### src/rtl/nibble_serial_subtractor.sv
// Multi-cycle WIDTH-bit subtractor D = A - B - bin, one 4-bit borrow-lookahead slice per clock.
// Optional macro SUB_SAT_EN: unsigned saturation of the final difference to zero on borrow-out.
module nibble_serial_subtractor #(
    parameter int WIDTH = 16
) (
    input  logic             clk,
    input  logic             rst_n,
    input  logic             in_valid,
    output logic             in_ready,
    input  logic [WIDTH-1:0] a,
    input  logic [WIDTH-1:0] b,
    input  logic             bin,
    output logic             out_valid,
    input  logic             out_ready,
    output logic [WIDTH-1:0] d,
    output logic             bout,
    output logic             ovf
);

    localparam int NSL = WIDTH / 4;
    localparam int CW  = (NSL > 1) ? $clog2(NSL) : 1;

    if ((WIDTH % 4) != 0 || WIDTH < 8) begin : g_bad_width
        $error("nibble_serial_subtractor: WIDTH must be a multiple of 4 and >= 8");
    end

    typedef enum logic [1:0] {
        IDLE = 2'd0,
        RUN  = 2'd1,
        DONE = 2'd2
    } state_t;

    state_t           r_state;
    state_t           w_state_next;
    logic             r_in_ready;
    logic             r_out_valid;
    logic [WIDTH-1:0] r_a;
    logic [WIDTH-1:0] r_b;
    logic [WIDTH-1:0] r_d;
    logic             r_borrow;
    logic             r_bout;
    logic             r_ovf;
    logic [CW-1:0]    r_cnt;

    logic             w_accept;
    logic             w_last;
    logic [CW+1:0]    w_sh;
    logic [WIDTH-1:0] w_a_sh;
    logic [WIDTH-1:0] w_b_sh;
    logic [3:0]       w_a_sl;
    logic [3:0]       w_b_sl;
    logic [3:0]       w_g;
    logic [3:0]       w_p;
    logic [4:0]       w_c;
    logic [3:0]       w_sum;
    logic [WIDTH-1:0] w_mask;
    logic [WIDTH-1:0] w_d_next;
    logic             w_ovf;

    assign in_ready  = r_in_ready;
    assign out_valid = r_out_valid;
    assign d         = r_d;
    assign bout      = r_bout;
    assign ovf       = r_ovf;

    // Current-slice borrow lookahead: subtraction as a + ~b + ~borrow
    always_comb begin
        w_accept = in_valid & r_in_ready;
        w_last   = (r_cnt == CW'(NSL - 1));
        w_sh     = {r_cnt, 2'b00};
        w_a_sh   = r_a >> w_sh;
        w_b_sh   = r_b >> w_sh;
        w_a_sl   = w_a_sh[3:0];
        w_b_sl   = w_b_sh[3:0];
        w_g      = w_a_sl & ~w_b_sl;
        w_p      = w_a_sl ^ ~w_b_sl;
        w_c[0]   = ~r_borrow;
        w_c[1]   = w_g[0] | (w_p[0] & w_c[0]);
        w_c[2]   = w_g[1] | (w_p[1] & w_g[0]) | (w_p[1] & w_p[0] & w_c[0]);
        w_c[3]   = w_g[2] | (w_p[2] & w_g[1]) | (w_p[2] & w_p[1] & w_g[0])
                 | (w_p[2] & w_p[1] & w_p[0] & w_c[0]);
        w_c[4]   = w_g[3] | (w_p[3] & w_g[2]) | (w_p[3] & w_p[2] & w_g[1])
                 | (w_p[3] & w_p[2] & w_p[1] & w_g[0])
                 | (w_p[3] & w_p[2] & w_p[1] & w_p[0] & w_c[0]);
        w_sum    = w_p ^ w_c[3:0];
        w_mask   = {{(WIDTH-4){1'b0}}, 4'hF} << w_sh;
        w_d_next = (r_d & ~w_mask) | ({{(WIDTH-4){1'b0}}, w_sum} << w_sh);
        // On the last slice w_sum[3] is the unsaturated result MSB
        w_ovf    = (r_a[WIDTH-1] ^ r_b[WIDTH-1]) & (w_sum[3] ^ r_a[WIDTH-1]);
    end

    // Next-state logic
    always_comb begin
        w_state_next = r_state;
        case (r_state)
            IDLE: begin
                if (w_accept) begin
                    w_state_next = RUN;
                end else begin
                    w_state_next = IDLE;
                end
            end
            RUN: begin
                if (w_last) begin
                    w_state_next = DONE;
                end else begin
                    w_state_next = RUN;
                end
            end
            DONE: begin
                if (out_ready) begin
                    w_state_next = IDLE;
                end else begin
                    w_state_next = DONE;
                end
            end
            default: w_state_next = IDLE;
        endcase
    end

    // State register and registered handshake outputs
    always_ff @(posedge clk or negedge rst_n) begin
        if (!rst_n) begin
            r_state     <= IDLE;
            r_in_ready  <= 1'b1;
            r_out_valid <= 1'b0;
        end else begin
            r_state     <= w_state_next;
            r_in_ready  <= (w_state_next == IDLE);
            r_out_valid <= (w_state_next == DONE);
        end
    end

    // Operand capture and per-slice datapath update
    always_ff @(posedge clk or negedge rst_n) begin
        if (!rst_n) begin
            r_a      <= {WIDTH{1'b0}};
            r_b      <= {WIDTH{1'b0}};
            r_d      <= {WIDTH{1'b0}};
            r_borrow <= 1'b0;
            r_bout   <= 1'b0;
            r_ovf    <= 1'b0;
            r_cnt    <= {CW{1'b0}};
        end else begin
            case (r_state)
                IDLE: begin
                    if (w_accept) begin
                        r_a      <= a;
                        r_b      <= b;
                        r_borrow <= bin;
                        r_cnt    <= {CW{1'b0}};
                    end
                end
                RUN: begin
                    r_d      <= w_d_next;
                    r_borrow <= ~w_c[4];
                    r_cnt    <= r_cnt + {{(CW-1){1'b0}}, 1'b1};
                    if (w_last) begin
                        r_bout <= ~w_c[4];
                        r_ovf  <= w_ovf;
`ifdef SUB_SAT_EN
                        if (!w_c[4]) begin
                            r_d <= {WIDTH{1'b0}};
                        end
`endif
                    end
                end
                default: begin
                end
            endcase
        end
    end

endmodule

### config.mk
export PLATFORM = sky130hd
export DESIGN_NAME = nibble_serial_subtractor
export DESIGN_NICKNAME = d
export VERILOG_FILES = /design/src/rtl/nibble_serial_subtractor.sv
export SDC_FILE = /design/constraint.sdc
export NUM_CORES = 1
export LEC_CHECK = 0
export BUFFER_PORTS_ARGS = -buffer_cell sky130_fd_sc_hd__buf_2
export CAP_MARGIN = 20
export CORE_MARGIN = 3
export CORE_UTILIZATION = 41
export CTS_CLUSTER_DIAMETER = 120
export DETAILED_ROUTE_END_ITERATION = 6
export PLACE_DENSITY = 0.62
export SLEW_MARGIN = 20
export SYNTH_ARGS = -nofsm -noshare
export SYNTH_HDL_FRONTEND = slang
export SYNTH_SLANG_ARGS = --single-unit
### constraint.sdc
create_clock -name clk -period 3.2 [get_ports clk]
set_input_delay 0.64 -clock clk [delete_from_list [all_inputs] [get_ports clk]]
set_output_delay 0.64 -clock clk [all_outputs]
set_load 0.03 [all_outputs]
-- Word level (Yosys, flattened, before mapping)
Index checks and enable logic that the tools add are counted.
- word-level logic and storage cells: 73
- bits in registers: 57
- reductions and logical operators: 6
- muxes and demuxes: 8
- $add $sub $neg: 1
- bitwise logic cells: 39
- equality and inequality tests: 5
- shift-type cells: 4
- operators with widths (kind ; number):
    $shr 16x4->4 ; 2
    $and 1x1->1 ; 18
    $and 16x16->16 ; 1
    $not 16->16 ; 1
    $or 16x16->16 ; 1
    $shl 4x4->16 ; 1
    $shl 4x4->16 const A ; 1
    $or 1x1->1 ; 10
    $xor 4x4->4 ; 2
    $eq 2x2->1 const B ; 3
    $mux 2 ; 3
    $pmux 2 s3 ; 1
    $reduce_and 2->1 ; 3
    $and 4x4->4 ; 1
    $logic_not 2->1 ; 2
    $not 4->4 ; 1
    $pmux 2 s2 ; 1
    $add 2x1->2 const B ; 1
    $eq 2x1->1 const B ; 1
    $mux 1 ; 2
    $ne 2x2->1 const B ; 1
    $not 1->1 ; 2
    $pmux 1 s2 ; 1
    $reduce_bool 2->1 ; 1
    $xor 1x1->1 ; 2

-- Longest topological paths before layout
- depth after elaboration: 10
- depth in mapped cells: 8

-- Worst setup path after synthesis
OpenSTA, ideal clock, no wires.
- path kind: register to register
- start point: register r_cnt[0]
- end point: register r_d[11] (netlist: d[11])
- stages on the path, launching flop included: 9
- arrival time: 2.440 ns
- period minus slack after synthesis: 2.561 ns
- setup slack: 0.639 ns
- buffers on the path: 2
- setup time: 0.121 ns
- data required time: 3.079 ns
- cell sequence: dfrtp_1 buf_2 buf_2 mux4_2 ha_1 and4b_1 a211oi_2 xnor2_1 a22o_1
- cells in the longest elaborated chain, start to end: 10
- RTL lines (what ; RTL line ; text):
    start, declared ; 43 ; logic [CW-1:0] r_cnt;
    start signal, assigned ; 143 ; r_cnt <= {CW{1'b0}};
    start signal, assigned ; 151 ; r_cnt <= {CW{1'b0}};
    start signal, assigned ; 157 ; r_cnt <= r_cnt + {{(CW-1){1'b0}}, 1'b1};
    $shr 16x4->4 ; 72 ; w_b_sh = r_b >> w_sh;
    $not 4->4 ; 75, 76 ;
    $xor 4x4->4 / $and 4x4->4 (equally long branches) ; 76, 75 ;
    $and 1x1->1 (on tied branches) ; 80, 81 ;
    $or 1x1->1 (tied with other cells) ; 80 ; w_c[3] = w_g[2] | (w_p[2] & w_g[1]) | (w_p[2] & w_p[1] & w_g[0])
    $or 1x1->1 / $and 1x1->1 (equally long branches) ; 80, 81 ;
    $or 1x1->1 ; 81 ; | (w_p[2] & w_p[1] & w_p[0] & w_c[0]);
    $xor 4x4->4 ; 85 ; w_sum = w_p ^ w_c[3:0];
    $shl 4x4->16 ; 87 ; w_d_next = (r_d & ~w_mask) | ({{(WIDTH-4){1'b0}}, w_sum} << w_sh);
    $or 16x16->16 * ; 87 ;
    end signal, assigned ; 139 ; r_d <= {WIDTH{1'b0}};
    end signal, assigned ; 155 ; r_d <= w_d_next;
    end, declared ; 39 ; logic [WIDTH-1:0] r_d;
Mark *: on every way between the ends. The rest lies on a longest branch, timed or not.
A chain may end at the register's enable or synchronous reset.

-- Worst setup path in the final report
- start point: register r_cnt[0]
- end point: register r_d[14] (netlist: d[14])
- cells in the longest elaborated chain, start to end: 9
- RTL lines (what ; RTL line ; text):
    $shr 16x4->4 ; 72 ;
    $not 4->4 ; 75, 76 ;
    $xor 4x4->4 / $and 4x4->4 (equally long branches) ; 76, 75 ;
    $and 1x1->1 ; 79 ; w_c[2] = w_g[1] | (w_p[1] & w_g[0]) | (w_p[1] & w_p[0] & w_c[0]);
    $or 1x1->1 / $and 1x1->1 (equally long branches) ; 79 ;
    $or 1x1->1 ; 79 ;
    $xor 4x4->4 ; 85 ;
    $shl 4x4->16 ; 87 ;
    $or 16x16->16 * ; 87 ;
Marks and branches as above.

==> impl_results.md <==
- Outcome: finished, final reports clean
- Final worst path period need: 2.70 ns
- Remaining global-route overflow: 0
- Ys flop type: dfrtp_1
- Lkg Pwr: 0.00156 uW
- CP arrival: 2.90 ns
- Setup violations, final: 0
- Post-DRT Antenna Nets: 0
- Startpoint types: register
- Proportion of layout cells with a drive suffix above 1: 0.461
- Post-CTS Hold Buffers: 0
- Post-route DRC: 0
- Critical path class: reg -> reg
- Pwr dens: 1300 nW/um^2
- Fillers: ~570
- Final wirelength: between 5000 and 6000 um
- Synth cell count leaders: dfrtp_1, mux2_2, nand2_1
- Post-Syn Area per Cell: 13.2 sq um
- DP HPWL: 3760 um
- GRT Overall Usage: 0.158
- I/O pins: 57
- Hold Path Class: in -> async
- Unrepaired setup endpoints after global routing: no
- Num CTS Buffers: 9
- Initial drt markers: 76
- Die width: 86.1 um
- Largest net degree at the start of global routing: 45
- Slew @ Worst Pin: 0.575 ns
- Insertion delay to the later sink of the worst-skew pair: 0.34 ns
- Ys Warns: 0
- Max-slew violations: 0
- Vias in the first global route: 1804
- Area leader, netlist: dfrtp_1
- Synthesis-to-layout area growth: 24.2%
- Core Rows: 28
- WP data required: 3.40 ns
- CTS tree: built
- Final cell count without fillers: 344
- Peak supply drop: 579 uV
- Nets: 311
- Final Cycle Share: 0.843
- Setup TNS: 0 ns
- Synth Instances: 199
- Ant. Diodes: 0
- Flops & latches, synth: 57
- Number of synthesized flops with an enable pin: 0
- Via density: 5.10
- Post-synth ARST share: 1.00
- First-pass GRT wire length: 8910 um
- Max Cap Viol: 0
- Setup bufs post-CTS: 0
- Initial Utilization: 0.434
- Element type at the critical path end: register
- Clock root buffer: clkbuf_8
- Crit path max fanout: 9
- Cell Area, Synth: 2630 sq um
- Synth area leaders: dfrtp_1, mux2_2, mux4_2, ha_1, nand2_1
- Die ar.: 7410 sq um
- # placed instances: between 300 and 400
- CTS clk-pin slew, worst paths: 0.06 ns
- Relative slew slack: 0.616
- Post-CTS Resized: 0
- Sequential area share after synthesis: 0.543
- Floorplan core area: 6060 sq um
- Clock Path Buffers: 2
- Initial DRT Pass Iterations: 4
- Sink Count: 57
- Net count after synthesis: around 250
- Via count: about 1800
- Drt wl/cell: ~15 um
- GPL Wtd Cong: 0.780
- Clock Skews: 0.00801 ns
- Final Hold Viols: 0
- H-Tree Depth: 3
- Die Y: 86.1 um
- Port Buffers: between 50 and 60
- Yosys cell types: 33
- Post-synth top area share: 0.533
- Max Freq: 371 MHz
- Most frequent cell after synthesis: dfrtp_1
- Initial antenna violation count: 0
[critical path, cell delays in order, from the launching register on]
cell     delay, ns
dfrtp_1       0.65
mux4_2        0.61
inv_1         0.10
ha_1          0.24
nor2b_1       0.13
o21ai_0       0.18
nor3b_1       0.50
o31ai_1       0.14
[registers in the layout, summed over array words and instances, names as in the netlist]
name / cells
d: 16
r_a: 16
r_b: 16
r_cnt: 2
r_state: 2
bout: 1
in_ready: 1
out_valid: 1
ovf: 1
r_borrow: 1
[metrics by stage]
step | hold WS, ns | util | setup WS [ns] | power (uW) | area, sq um
2_1_floorplan | 0.344 | - | 0.639 | 2950 | 2630
3_3_place_gp | 0.458 | 0.497 | 0.525 | 3490 | 3010
3_5_place_dp | 0.466 | 0.497 | 0.500 | 3530 | 3010
4_1_cts | 0.479 | 0.535 | 0.457 | 4300 | 3240
5_1_grt | 0.328 | 0.539 | 0.267 | 4620 | 3270
6_report | 0.294 | 0.539 | 0.502 | 4260 | 3270
[logic make-up (layout without fill, tap and decap cells)]
logic type	count (synthesis)	count (layout)	share of synthesized area
mux	41	41	0.210
xor+xnor	2	2	0.00666
buf+inv	18	88	0.0319
simple gates	41	41	0.0785
flops	57	57	0.543
fa+ha+maj	10	10	0.0504
compound gates	30	30	0.0804
[cells in the final DEF (no fill, tap or decap)]
| cell | netlist | layout |
|---|---|---|
| a211o_1 | 2 | 2 |
| a211oi_1 | 2 | 2 |
| a211oi_2 | 1 | 1 |
| a21boi_0 | 1 | 1 |
| a21o_1 | 2 | 2 |
| a21oi_1 | 1 | 1 |
| a22o_1 | 5 | 5 |
| and2_1 | 1 | 1 |
| and4b_1 | 1 | 1 |
| buf_16 | 0 | 1 |
| buf_2 | 4 | 56 |
| buf_4 | 3 | 5 |
| bufinv_16 | 0 | 2 |
| clkbuf_8 | 0 | 11 |
| clkinv_2 | 0 | 2 |
| clkinvlp_4 | 0 | 1 |
| dfrtp_1 | 56 | 56 |
| dfstp_2 | 1 | 1 |
| fa_1 | 1 | 1 |
| ha_1 | 9 | 9 |
| inv_1 | 10 | 10 |
| mux2_2 | 33 | 33 |
| mux4_2 | 8 | 8 |
| nand2_1 | 21 | 21 |
| nand2b_1 | 1 | 1 |
| nand3_1 | 4 | 4 |
| nand3b_1 | 2 | 2 |
| nor2_1 | 2 | 2 |
| nor2b_1 | 2 | 2 |
| nor3_1 | 3 | 3 |
| nor3b_1 | 1 | 1 |
| nor4bb_4 | 0 | 1 |
| o21ai_0 | 10 | 10 |
| o21bai_1 | 1 | 1 |
| o31ai_1 | 5 | 5 |
| or3b_2 | 2 | 2 |
| xnor2_1 | 2 | 2 |
[metal layers]
metal | track usage | wire (um)
met1 | 0.205 | 2310
met2 | 0.240 | 2420
met3 | 0.0586 | 339
met4 | 0.0647 | 80
met5 | 0 | 0
[path summary, 6_finish.rpt]
path,start,to,slack (ns),cells after the start
setup / recovery,r_cnt[0],d[14],0.50,7
hold / removal,rst_n,d[9],0.29,1
setup reg to reg,r_cnt[0],d[14],0.50,7
hold reg to reg,d[4],d[4],0.47,2
max in group asynchronous,rst_n,in_ready,2.27,2
min in group clk,d[4],d[4],0.47,2
[area by class of cell]
cell class              count  area (sq um)  area share
well taps                  75          93.8      0.0287
clock buffers              11           151      0.0463
flip-flops and latches     57          1430       0.437
clock inverters             5          77.6      0.0237
repair buffers             62           345       0.106
multi-input cells         124          1130       0.347
inverters                  10          37.5      0.0115
[report_power, final]
| part | internal (uW) | switching [uW] | total, uW |
|---|---|---|---|
| logic | 975 | 1180 | 2160 |
| registers | 1090 | 254 | 1340 |
| clock network | 478 | 278 | 756 |
Note: power is estimated with default switching activity, not from simulation.
